--- config.mk ---
export PLATFORM = sky130hd
export DESIGN_NAME = uart_tx_buf
export DESIGN_NICKNAME = d
export VERILOG_FILES = /design/src/rtl/uart_pkg.sv /design/src/rtl/uart_fifo.sv /design/src/rtl/uart_tx_buf.sv
export SDC_FILE = /design/constraint.sdc
export NUM_CORES = 1
export LEC_CHECK = 0
export ABC_AREA = 1
export CELL_PAD_IN_SITES_DETAIL_PLACEMENT = 0
export CELL_PAD_IN_SITES_GLOBAL_PLACEMENT = 1
export CORE_ASPECT_RATIO = 1.2
export CORE_MARGIN = 2
export CORE_UTILIZATION = 45
export DETAILED_ROUTE_END_ITERATION = 10
export GPL_TIMING_DRIVEN = 0
export PLACE_DENSITY = 0.82
export SLEW_MARGIN = 25
export SYNTH_ARGS = -nofsm -noshare
export SYNTH_HDL_FRONTEND = slang
export SYNTH_SLANG_ARGS = --single-unit
export TNS_END_PERCENT = 1
--- constraint.sdc ---
create_clock -name clk -period 4.4 [get_ports clk]
set_clock_uncertainty 0.1 [all_clocks]
set_input_delay 0.88 -clock clk [delete_from_list [all_inputs] [get_ports clk]]
set_output_delay 0.88 -clock clk [all_outputs]
set_load 0.1 [all_outputs]
--- src/rtl/uart_pkg.sv ---
// Shared types and helpers for the buffered UART transmitter.
// Frame config sanitising lives here so the serializer and any checker agree on it.
package uart_pkg;

    localparam int unsigned MIN_BYTE_SIZE    = 5;
    localparam int unsigned MAX_BYTE_SIZE    = 9;
    localparam int unsigned MIN_CLK_PER_BAUD = 2;

    typedef enum logic [1:0] {
        PARITY_NONE = 2'b00,
        PARITY_EVEN = 2'b01,
        PARITY_ODD  = 2'b10
    } parity_e;

    typedef enum logic [2:0] {
        IDLE,
        START,
        DATA,
        PARITY,
        STOP,
        BREAK,
        BREAK_MARK
    } tx_state_e;

    function automatic logic [3:0] clamp_byte_size(input logic [3:0] size);
        if (size < 4'(MIN_BYTE_SIZE)) return 4'(MIN_BYTE_SIZE);
        if (size > 4'(MAX_BYTE_SIZE)) return 4'(MAX_BYTE_SIZE);
        return size;
    endfunction

    function automatic parity_e decode_parity(input logic [1:0] mode);
        case (mode)
            2'b01:   return PARITY_EVEN;
            2'b10:   return PARITY_ODD;
            default: return PARITY_NONE;
        endcase
    endfunction

    function automatic logic [8:0] data_mask(input logic [3:0] size);
        logic [8:0] m;
        m = '0;
        for (int i = 0; i < 9; i++) begin
            m[i] = (i < int'(size));
        end
        return m;
    endfunction

    // Bits per frame: start + data + optional parity + stop bits (at most 13).
    function automatic logic [3:0] frame_bits(input logic [3:0] size, input parity_e pmode,
                                              input logic two_stop);
        return 4'd1 + size + {3'b000, pmode != PARITY_NONE} + (two_stop ? 4'd2 : 4'd1);
    endfunction

endpackage

--- src/rtl/uart_fifo.sv ---
// Synchronous FIFO with registered read data, full/empty flags and occupancy count.
// Depth must be a power of two so the pointers wrap naturally.
module uart_fifo #(
    parameter int unsigned Depth      = 16,
    parameter int unsigned Width      = 9,
    parameter int unsigned LevelWidth = $clog2(Depth) + 1
) (
    input  logic                  clk_i,
    input  logic                  rst_i,
    input  logic                  wr_en_i,
    input  logic [Width-1:0]      wr_data_i,
    input  logic                  rd_en_i,
    output logic [Width-1:0]      rd_data_o,
    output logic                  full_o,
    output logic                  empty_o,
    output logic [LevelWidth-1:0] level_o
);

    localparam int unsigned PtrWidth = $clog2(Depth);

    logic [Width-1:0]      mem_q [Depth];
    logic [PtrWidth-1:0]   wr_ptr_q;
    logic [PtrWidth-1:0]   rd_ptr_q;
    logic [LevelWidth-1:0] level_q;
    logic [Width-1:0]      rd_data_q;
    logic                  do_wr;
    logic                  do_rd;

    assign full_o    = (level_q == LevelWidth'(Depth));
    assign empty_o   = (level_q == '0);
    assign do_wr     = wr_en_i && !full_o;
    assign do_rd     = rd_en_i && !empty_o;
    assign level_o   = level_q;
    assign rd_data_o = rd_data_q;

    always_ff @(posedge clk_i) begin
        if (do_wr) begin
            mem_q[wr_ptr_q] <= wr_data_i;
        end
    end

    always_ff @(posedge clk_i or posedge rst_i) begin
        if (rst_i) begin
            wr_ptr_q  <= '0;
            rd_ptr_q  <= '0;
            level_q   <= '0;
            rd_data_q <= '0;
        end else begin
            if (do_wr) begin
                wr_ptr_q <= wr_ptr_q + PtrWidth'(1);
            end
            if (do_rd) begin
                rd_ptr_q  <= rd_ptr_q + PtrWidth'(1);
                rd_data_q <= mem_q[rd_ptr_q];
            end
            case ({do_wr, do_rd})
                2'b10:   level_q <= level_q + LevelWidth'(1);
                2'b01:   level_q <= level_q - LevelWidth'(1);
                default: level_q <= level_q;
            endcase
        end
    end

endmodule

--- src/rtl/uart_tx_buf.sv ---
// Buffered UART transmitter: FIFO in front of a serializer with per-frame config,
// CTS gating and break generation. txd and tx_busy lag the FSM state by one cycle.
module uart_tx_buf
    import uart_pkg::*;
#(
    parameter int unsigned FIFO_DEPTH  = 16,
    parameter int unsigned BAUD_WIDTH  = 16,
    parameter int unsigned LEVEL_WIDTH = $clog2(FIFO_DEPTH) + 1
) (
    input  logic                   clk,
    input  logic                   rst,
    input  logic [8:0]             wr_data,
    input  logic                   wr_valid,
    output logic                   wr_ready,
    input  logic [BAUD_WIDTH-1:0]  clk_per_baud,
    input  logic [3:0]             byte_size,
    input  logic [1:0]             parity_mode,
    input  logic [1:0]             stop_bits,
    input  logic                   use_cts,
    input  logic                   cts,
    input  logic                   send_break,
    output logic                   txd,
    output logic                   tx_busy,
    output logic [LEVEL_WIDTH-1:0] fifo_level
);

    tx_state_e             state_q, state_d;
    logic [BAUD_WIDTH-1:0] cnt_q, cnt_d;
    logic [3:0]            bit_cnt_q, bit_cnt_d;
    logic [8:0]            data_q, data_d;
    logic                  par_bit_q, par_bit_d;
    logic                  brk_min_q, brk_min_d;
    logic [BAUD_WIDTH-1:0] cpb_q;
    logic [3:0]            bsize_q;
    parity_e               pmode_q;
    logic                  two_stop_q;
    logic                  txd_q, txd_d;
    logic                  busy_q;

    logic                  latch_cfg;
    logic                  pop;
    logic                  baud_tick;
    logic                  brk_last;
    logic [BAUD_WIDTH-1:0] cpb_in;
    logic [8:0]            fifo_rd_data;
    logic [8:0]            payload;
    logic                  fifo_full;
    logic                  fifo_empty;

    uart_fifo #(
        .Depth      (FIFO_DEPTH),
        .Width      (9),
        .LevelWidth (LEVEL_WIDTH)
    ) u_fifo (
        .clk_i     (clk),
        .rst_i     (rst),
        .wr_en_i   (wr_valid),
        .wr_data_i (wr_data),
        .rd_en_i   (pop),
        .rd_data_o (fifo_rd_data),
        .full_o    (fifo_full),
        .empty_o   (fifo_empty),
        .level_o   (fifo_level)
    );

    assign wr_ready  = !fifo_full;
    assign txd       = txd_q;
    assign tx_busy   = busy_q;
    assign cpb_in    = (clk_per_baud < BAUD_WIDTH'(MIN_CLK_PER_BAUD)) ?
                       BAUD_WIDTH'(MIN_CLK_PER_BAUD) : clk_per_baud;
    assign baud_tick = (cnt_q == '0);
    assign pop       = (state_q == IDLE) && !send_break && !fifo_empty && (!use_cts || cts);
    assign payload   = fifo_rd_data & data_mask(bsize_q);
    assign brk_last  = baud_tick &&
                       (bit_cnt_q == frame_bits(bsize_q, pmode_q, two_stop_q) - 4'd1);

    always_comb begin
        state_d   = state_q;
        cnt_d     = baud_tick ? cpb_q - BAUD_WIDTH'(1) : cnt_q - BAUD_WIDTH'(1);
        bit_cnt_d = bit_cnt_q;
        data_d    = data_q;
        par_bit_d = par_bit_q;
        brk_min_d = brk_min_q;
        latch_cfg = 1'b0;
        unique case (state_q)
            IDLE: begin
                cnt_d = cnt_q;
                if (send_break) begin
                    state_d   = BREAK;
                    latch_cfg = 1'b1;
                    cnt_d     = cpb_in - BAUD_WIDTH'(1);
                    bit_cnt_d = '0;
                    brk_min_d = 1'b0;
                end else if (pop) begin
                    state_d   = START;
                    latch_cfg = 1'b1;
                    cnt_d     = cpb_in - BAUD_WIDTH'(1);
                end
            end
            START: begin
                // Registered FIFO read data is valid from the first START cycle onwards.
                if (baud_tick) begin
                    state_d   = DATA;
                    bit_cnt_d = '0;
                    data_d    = payload;
                    par_bit_d = (^payload) ^ (pmode_q == PARITY_ODD);
                end
            end
            DATA: begin
                if (baud_tick) begin
                    data_d = data_q >> 1;
                    if (bit_cnt_q == bsize_q - 4'd1) begin
                        state_d   = (pmode_q != PARITY_NONE) ? PARITY : STOP;
                        bit_cnt_d = '0;
                    end else begin
                        bit_cnt_d = bit_cnt_q + 4'd1;
                    end
                end
            end
            PARITY: begin
                if (baud_tick) begin
                    state_d   = STOP;
                    bit_cnt_d = '0;
                end
            end
            STOP: begin
                if (baud_tick) begin
                    if (two_stop_q && bit_cnt_q == 4'd0) begin
                        bit_cnt_d = 4'd1;
                    end else begin
                        state_d = IDLE;
                    end
                end
            end
            BREAK: begin
                if (baud_tick) begin
                    bit_cnt_d = bit_cnt_q + 4'd1;
                end
                // Hold low for at least one full frame, then release as soon as the request drops.
                if ((brk_min_q || brk_last) && !send_break) begin
                    state_d = BREAK_MARK;
                    cnt_d   = cpb_q - BAUD_WIDTH'(1);
                end else if (brk_last) begin
                    brk_min_d = 1'b1;
                end
            end
            BREAK_MARK: begin
                if (baud_tick) begin
                    state_d = IDLE;
                end
            end
            default: begin
                state_d = IDLE;
            end
        endcase
    end

    always_comb begin
        txd_d = 1'b1;
        unique case (state_q)
            START:   txd_d = 1'b0;
            DATA:    txd_d = data_q[0];
            PARITY:  txd_d = par_bit_q;
            BREAK:   txd_d = 1'b0;
            default: txd_d = 1'b1;
        endcase
    end

    always_ff @(posedge clk or posedge rst) begin
        if (rst) begin
            state_q    <= IDLE;
            cnt_q      <= '0;
            bit_cnt_q  <= '0;
            data_q     <= '0;
            par_bit_q  <= 1'b0;
            brk_min_q  <= 1'b0;
            cpb_q      <= BAUD_WIDTH'(MIN_CLK_PER_BAUD);
            bsize_q    <= 4'(MAX_BYTE_SIZE);
            pmode_q    <= PARITY_NONE;
            two_stop_q <= 1'b0;
            txd_q      <= 1'b1;
            busy_q     <= 1'b0;
        end else begin
            state_q   <= state_d;
            cnt_q     <= cnt_d;
            bit_cnt_q <= bit_cnt_d;
            data_q    <= data_d;
            par_bit_q <= par_bit_d;
            brk_min_q <= brk_min_d;
            txd_q     <= txd_d;
            busy_q    <= (state_q != IDLE);
            if (latch_cfg) begin
                cpb_q      <= cpb_in;
                bsize_q    <= clamp_byte_size(byte_size);
                pmode_q    <= decode_parity(parity_mode);
                two_stop_q <= (stop_bits == 2'd2);
            end
        end
    end

endmodule

==> reports/metrics.yaml, run 1 <==
place:
  dpl-instance-area_sq_mm: 0.0125
  io_buffers: 46
  place_congestion: 0.889
  dpl.hpwl_mm: 22.2
clock_tree:
  hold_buffers: 0
  numCtsBuffers: 24
  clkTransAtPathRegs_ns: 0.06
  cts_resized: 0
  cts_root_buf: "clkbuf_16"
  cts_setup_buffers: 0
  clk_latency_ns: 0.53
  htree_levels: 1
  cts_tree: "built"
  clock_sinks: 225
  clk_path_buf_depth: 3
floorplan:
  num_rows: 64
  die_h_microns: 179
  io_pins: 47
  start_util: 0.455
  coreArea_sq_mm: 0.0254
  fp.dieArea_sq_mm: 0.0270
  chipWidth_microns: 150
global_routing:
  overflow: 0
  grt_pass1_vias: 8748
  grtUsageMet3: 0.0246
  grt_util_all_layers: 0.229
  met1_usage: 0.290
  busiest_layer: "met2"
  antenna_found_initial: 0
  grt_pass1_wl_mm: 47.7
  grt_max_degree: 73
  gr-usage-met2: 0.400
cells_and_area:
  area_delta_synth_final_pct: 14.6
  layout.nets: 1406
  final_cell_mix: "260 x nand2_1, 182 x nor2_1, 144 x edfxtp_1"
  antenna_cells: 0
  final_common_cell: "nand2_1"
  seq_area_sq_mm: 0.00636
  final_util: 0.521
  final_area_sq_mm: 0.0132
  fillers: 2329
  multiInputGateArea_sq_mm: 0.00449
  layout-drive-gt1-share: 0.0807
routing:
  wl_per_cell_microns: 18.0
  ant_nets: 0
  via_count: 8995
  drc: 0
  via_per_inst: 5.31
  dr.pass1.iters: 5
  dr.first_iter.drc_count: 615
  finalWirelength_mm: 30.4
power_and_ir_drop:
  power_density_mw_per_mm2: 710
  ir_drop_uv: 438
  p_int_mw: 5.24
  seq_power_share: 0.327
  pwr-share-comb: 0.460
  leakage_nw: 5.33
  p_sw_mw: 4.15
  sw_frac_of_total: 0.442
  power_frac_clock: 0.213
  p_total_mw: 9.39
synth:
  synthesis.nets: 1333
  async_reset_ff_frac: 0.360
  ys_ff_latch: 225
  yosys_warnings: 0
  synth_area_sq_mm: 0.0115
  ys_seq_area_frac: 0.550
  syn_inst: 1273
  yosys_most_used_dff: "edfxtp_1"
  ys_types: 46
  synth-edff-count: 144
  synth_area_per_cell_sq_um: 9.07
worst_setup_path:
  r2r-start: "state_q[2]"
  path_max_fanout: 5
  path_class: "reg -> out"
  crit_start: "u_fifo.level_o[0]"
  cp.arrival_ns: 2.49
  startpoint_type: "flop"
  critical_path_required_ns: 3.42
  cp-end-kind: "output pin"
sta:
  report.final.slew_viol_count: 0
  hold_violations: 0
  worst_pin_slew_ns: 0.966
  rsz0062_at_grt: "no"
  post-route-min-period_ns: 3.47
  fin_crit_sh: 0.789
  fmax_ghz: 0.288
  max_slew_margin: 0.354
  setup_viol: 0
hold_path:
  hp-start: "data_q[3]"
  hold_class: "reg -> reg"
flow_run:
  drv_cap: 0
run_status:
  outcome: "finished clean"
[state kept, by name, summed over array words and instances (netlist names)]
signal            flops
u_fifo.rd_data_o      9
u_fifo.level_o        5
state_q               3
u_fifo.rd_ptr_q       4
cpb_q                16
bit_cnt_q             4
tx_busy               1
brk_min_q             1
two_stop_q            1
data_q                9
txd                   1
bsize_q               4
u_fifo.mem_q        144
par_bit_q             1
u_fifo.wr_ptr_q       4
pmode_q               2
cnt_q                16
[critical path, stage by stage (launching register included)]
cell             delay [ns]
dfrtp_1                0.43
nor4_1                 0.44
nand2_1                0.12
clkdlybuf4s50_1        0.99
[power by group through the flow]
stage | Clock (mW) | Combinational (mW) | Sequential [mW]
after floorplan | 0 | 2.88 | 3.25
after global placement | 0 | 4.26 | 3.10
after detailed placement | 0 | 4.29 | 3.11
after CTS | 2.03 | 4.32 | 3.07
after global routing | 2.11 | 4.80 | 3.13
final | 2.00 | 4.32 | 3.07
[kinds of logic (layout without fill, tap and decap cells)]
group / Yosys count / in the layout / synth area share
flip-flops: 225 / 225 / 0.550
XOR/XNOR: 36 / 36 / 0.0273
AO/OA/AOI/OAI: 232 / 232 / 0.117
adder cells (fa/ha/maj): 21 / 21 / 0.0247
buffers and inverters: 172 / 262 / 0.0607
AND/OR/NAND/NOR: 587 / 587 / 0.220
[synthesized netlist by cell type (9+ instances only)]
library cell	count	share of area
nor2_1	182	0.059
a31oi_1	11	0.0060
o22ai_1	13	0.0070
nand2_1	260	0.085
o211ai_1	14	0.0091
a21oi_1	17	0.0074
o21ai_1	35	0.015
xor2_1	28	0.021
inv_2	13	0.0042
o21ai_0	106	0.046
dfrtp_1	77	0.17
nand4_1	15	0.0081
ha_1	18	0.020
nand3b_1	10	0.0065
nor3_1	9	0.0039
clkbuf_1	30	0.0098
inv_1	105	0.034
o221ai_1	24	0.018
edfxtp_1	144	0.37
buf_2	13	0.0056
nand3_1	77	0.033
[layout make-up]
cell class / instances / share of cell area
inverters: 121 / 0.0347
clock inverters: 16 / 0.0112
plain buffers: 51 / 0.0186
well taps: 330 / 0.0312
multi-input cells: 876 / 0.339
flip-flops and latches: 225 / 0.480
clock buffers: 27 / 0.0478
repair buffers: 47 / 0.0369
[per-stage QoR]
stage / std cells / TNS, ns / hold slack (ns) / setup WS [ns]
after floorplan: 1273 / 0 / 0.349 / 0.840
after global placement: 1649 / -12.84 / 0.369 / -0.175
after detailed placement: 1650 / 0 / 0.374 / 0.477
after CTS: 1693 / 0 / 0.390 / 0.858
after global routing: 1693 / 0 / 0.407 / 0.783
final: 1693 / 0 / 0.387 / 0.928
[routing by layer]
metal,routed length [microns],up-vias,share of wire
li1,-,4477,-
met1,12400,4197,0.41
met2,15500,243,0.51
met3,1320,78,0.043
met4,1250,0,0.041
met5,0,-,0
[final timing paths]
check	endpoint	slack, ns	depth (start not counted)
min in group asynchronous	u_fifo.wr_ptr_q[1]	0.53	2
max in group asynchronous	bsize_q[3]	3.06	3
setup reg to reg	u_fifo.level_o[4]	1.24	18
setup / recovery	wr_ready	0.93	3
hold reg to reg	data_q[3]	0.39	2
hold / removal	data_q[3]	0.39	2
No activity file was read; power rests on OpenSTA's default activity.
==> run 2: changes to the inputs <==
--- a/config.mk
+++ b/config.mk
@@ -10,7 +10,7 @@
 export CELL_PAD_IN_SITES_GLOBAL_PLACEMENT = 1
 export CORE_ASPECT_RATIO = 1.2
 export CORE_MARGIN = 2
-export CORE_UTILIZATION = 45
+export CORE_UTILIZATION = 43
 export DETAILED_ROUTE_END_ITERATION = 10
 export GPL_TIMING_DRIVEN = 0
 export PLACE_DENSITY = 0.82
==> constraint.sdc (replaced) <==
create_clock -name clk -period 2.8 [get_ports clk]
set_clock_uncertainty 0.1 [all_clocks]
set_input_delay 0.56 -clock clk [delete_from_list [all_inputs] [get_ports clk]]
set_output_delay 0.56 -clock clk [all_outputs]
set_load 0.1 [all_outputs]
==> run 2 against run 1 <==
  * The flow now finishes with violations (setup timing)
  * Non-clock buffer count rose by 3
  * Critical path depth rose by 13
  * Count of clock-buffer cells in the layout rose by 2
  * First-iteration DRC count up 0.16%
  * Register-to-register slack worse by 1.3 ns
  * Total power rose by 61%
  * Wire length up 1.5%
  * Largest power group unchanged
  * Highest routed layer unchanged
==> reports/metrics.yaml, run 2 (same netlist as run 1, synthesis figures left out) <==
power_and_ir_drop:
  leakage_nw: 5.39  # +1.1%
  power_density_mw_per_mm2: 1130  # +59%
  ir_drop_uv: 640  # +46%
global_routing:
  grt_pass1_vias: 8887  # +1.6%
  grtUsageMet3: 0.0281  # +0.00343
  grt_max_degree: 28  # -62%
  grt_util_all_layers: 0.219  # -0.0108
  antenna_found_initial: 0  # unchanged
  grt_pass1_wl_mm: 48.3  # +1.2%
  gr-usage-met2: 0.392  # -0.00764
  overflow: 0  # unchanged
  met1_usage: 0.266  # -0.0240
  busiest_layer: "met2"
sta:
  layout_setup_ws_ns: -0.0430  # -0.971 ns
  fin_crit_sh: 1.02
  hold_violations: 0  # unchanged
  rsz0062_at_grt: "yes"
  fmax_ghz: 0.352
  setup_viol: 8  # +8
  max_slew_margin: 0.350  # -0.00384
  worst_pin_slew_ns: 0.972  # +0.00575 ns
  post-route-min-period_ns: 2.84
  report.final.slew_viol_count: 0  # unchanged
worst_setup_path:
  path_max_fanout: 10  # +5
  startpoint_type: "flop"
  path_class: "reg -> reg"
  cp-end-kind: "flop"
  critical_path_required_ns: 3.10  # -0.32 ns
  cp.arrival_ns: 3.14  # +0.65 ns
floorplan:
  io_pins: 47  # unchanged
  coreArea_sq_mm: 0.0264  # +3.8%
  start_util: 0.438  # -0.0167
  chipWidth_microns: 154  # +2.2%
  num_rows: 65  # +1.6%
  fp.dieArea_sq_mm: 0.0282  # +4.5%
  die_h_microns: 184  # +2.2%
cells_and_area:
  final_cell_mix: "256 x nand2_1, 177 x nor2_1, 144 x edfxtp_1"
  antenna_cells: 0  # unchanged
  area_delta_synth_final_pct: 16.5
  final_area_sq_mm: 0.0135  # +1.6%
  fillers: 2493  # +7.0%
  regMostFlops: "u_fifo.mem_q"
  reg_top3: "u_fifo.mem_q: 144 flops, cnt_q: 16 flops, cpb_q: 16 flops"
  stdcell_count: 1700  # +0.41%
  seq_area_sq_mm: 0.00636  # about the same
  layout-drive-gt1-share: 0.0982  # +0.0175
  layout.nets: 1408  # +0.14%
  largest_reg_flops: 144  # unchanged
  multiInputGateArea_sq_mm: 0.00458  # +2.1%
  final_common_cell: "nand2_1"
routing:
  dr.pass1.iters: 5  # unchanged
  dr.first_iter.drc_count: 616  # +0.16%
  drc: 0  # unchanged
  ant_nets: 0  # unchanged
  finalWirelength_mm: 30.9  # +1.5%
  via_count: 9118  # +1.4%
  via_per_inst: 5.36  # +0.95%
  wl_per_cell_microns: 18.2  # +1.1%
place:
  io_buffers: 46  # unchanged
  dpl-instance-area_sq_mm: 0.0125  # +0.59%
  dpl.cell_count: 1657  # +0.42%
  dpl.hpwl_mm: 22.7  # +2.3%
  place_congestion: 0.854  # -3.9%
flow_run:
  drv_cap: 0  # unchanged
clock_tree:
  numCtsBuffers: 23  # -4.2%
  clkTransAtPathRegs_ns: 0.06  # about the same
  htree_levels: 1  # unchanged
  hold_buffers: 0  # unchanged
  clk_latency_ns: 0.51  # -0.02 ns
  cts_tree: "built"
  cts_root_buf: "clkbuf_16"
  clock_sinks: 225  # unchanged
  clk_path_buf_depth: 3  # unchanged
run_status:
  outcome: "complete, but fails checks"
  violations: "setup timing"
hold_path:
  hold_class: "in -> async"
[run 2: cell type report]
type,count,share of cell area
tap,335,0.0312
clock buffer,29,0.0467
multi-input combinational,876,0.341
clock inverter,13,0.0149
buffer,50,0.0182
sequential,225,0.473
timing repair buffer,51,0.0402
inverter,121,0.0351
[run 2: power by group]
| group | internal (mW) | switching (mW) | total, mW |
|---|---|---|---|
| sequential | 4.30 | 0.557 | 4.85 |
| clock | 2.05 | 1.28 | 3.34 |
| combinational | 2.19 | 4.76 | 6.94 |
| total | 8.54 | 6.60 | 15.1 |
[run 2: repair_timing]
| item | 4_1_cts | 5_1_grt |
|---|---|---|
| buffers inserted | 0 | 2 |
| setup endpoints to repair | 26 | 23 |
| pin swaps | 3 | 1 |
| gates resized for setup | 14 | 13 |
[run 2: path summary, 6_finish.rpt]
path / start / to / slack (ns) / cells after the start
min in group clk: data_q[2] / data_q[2] / 0.39 / 2
worst max register to register: bsize_q[0] / cnt_q[4] / -0.04 / 16
max in group asynchronous: rst / txd / 1.65 / 4
worst min-delay path: rst / u_fifo.level_o[3] / 0.24 / 2
worst min register to register: data_q[2] / data_q[2] / 0.39 / 2
worst max-delay path: bsize_q[0] / cnt_q[4] / -0.04 / 16
[run 2: worst max-delay path, stage by stage (launching register included)]
cell,delay [ns]
dfstp_2,0.55
inv_4,0.05
fa_2,0.37
fa_1,0.46
inv_1,0.08
nand2_1,0.05
nand2_1,0.06
nand3_1,0.08
nor2_2,0.12
nand3_2,0.11
nand2_4,0.12
nand2_4,0.09
buf_6,0.16
nand3_1,0.07
nand3b_1,0.08
nand3_1,0.10
nand2_1,0.05
[run 2: layer usage]
metal	part of all wire	up-vias
met5	0	-
met3	0.049	70
met4	0.042	0
met2	0.51	256
li1	-	4484
met1	0.40	4308
[run 2: per-stage QoR]
stage | setup slack, ns | total power [mW] | TNS, ns | utilization | hold WS (ns)
finish | -0.0430 | 15.1 | -0.190 | 0.510 | 0.241
CTS | -0.145 | 15.1 | -1.39 | 0.508 | 0.232
detailed placement | -0.817 | 11.7 | -8.91 | 0.475 | 0.374
floorplan | -0.0812 | 9.67 | -0.0812 | - | 0.349
global route | -0.194 | 16.2 | -2.90 | 0.510 | 0.253
global placement | -0.797 | 11.6 | -8.92 | 0.473 | 0.366
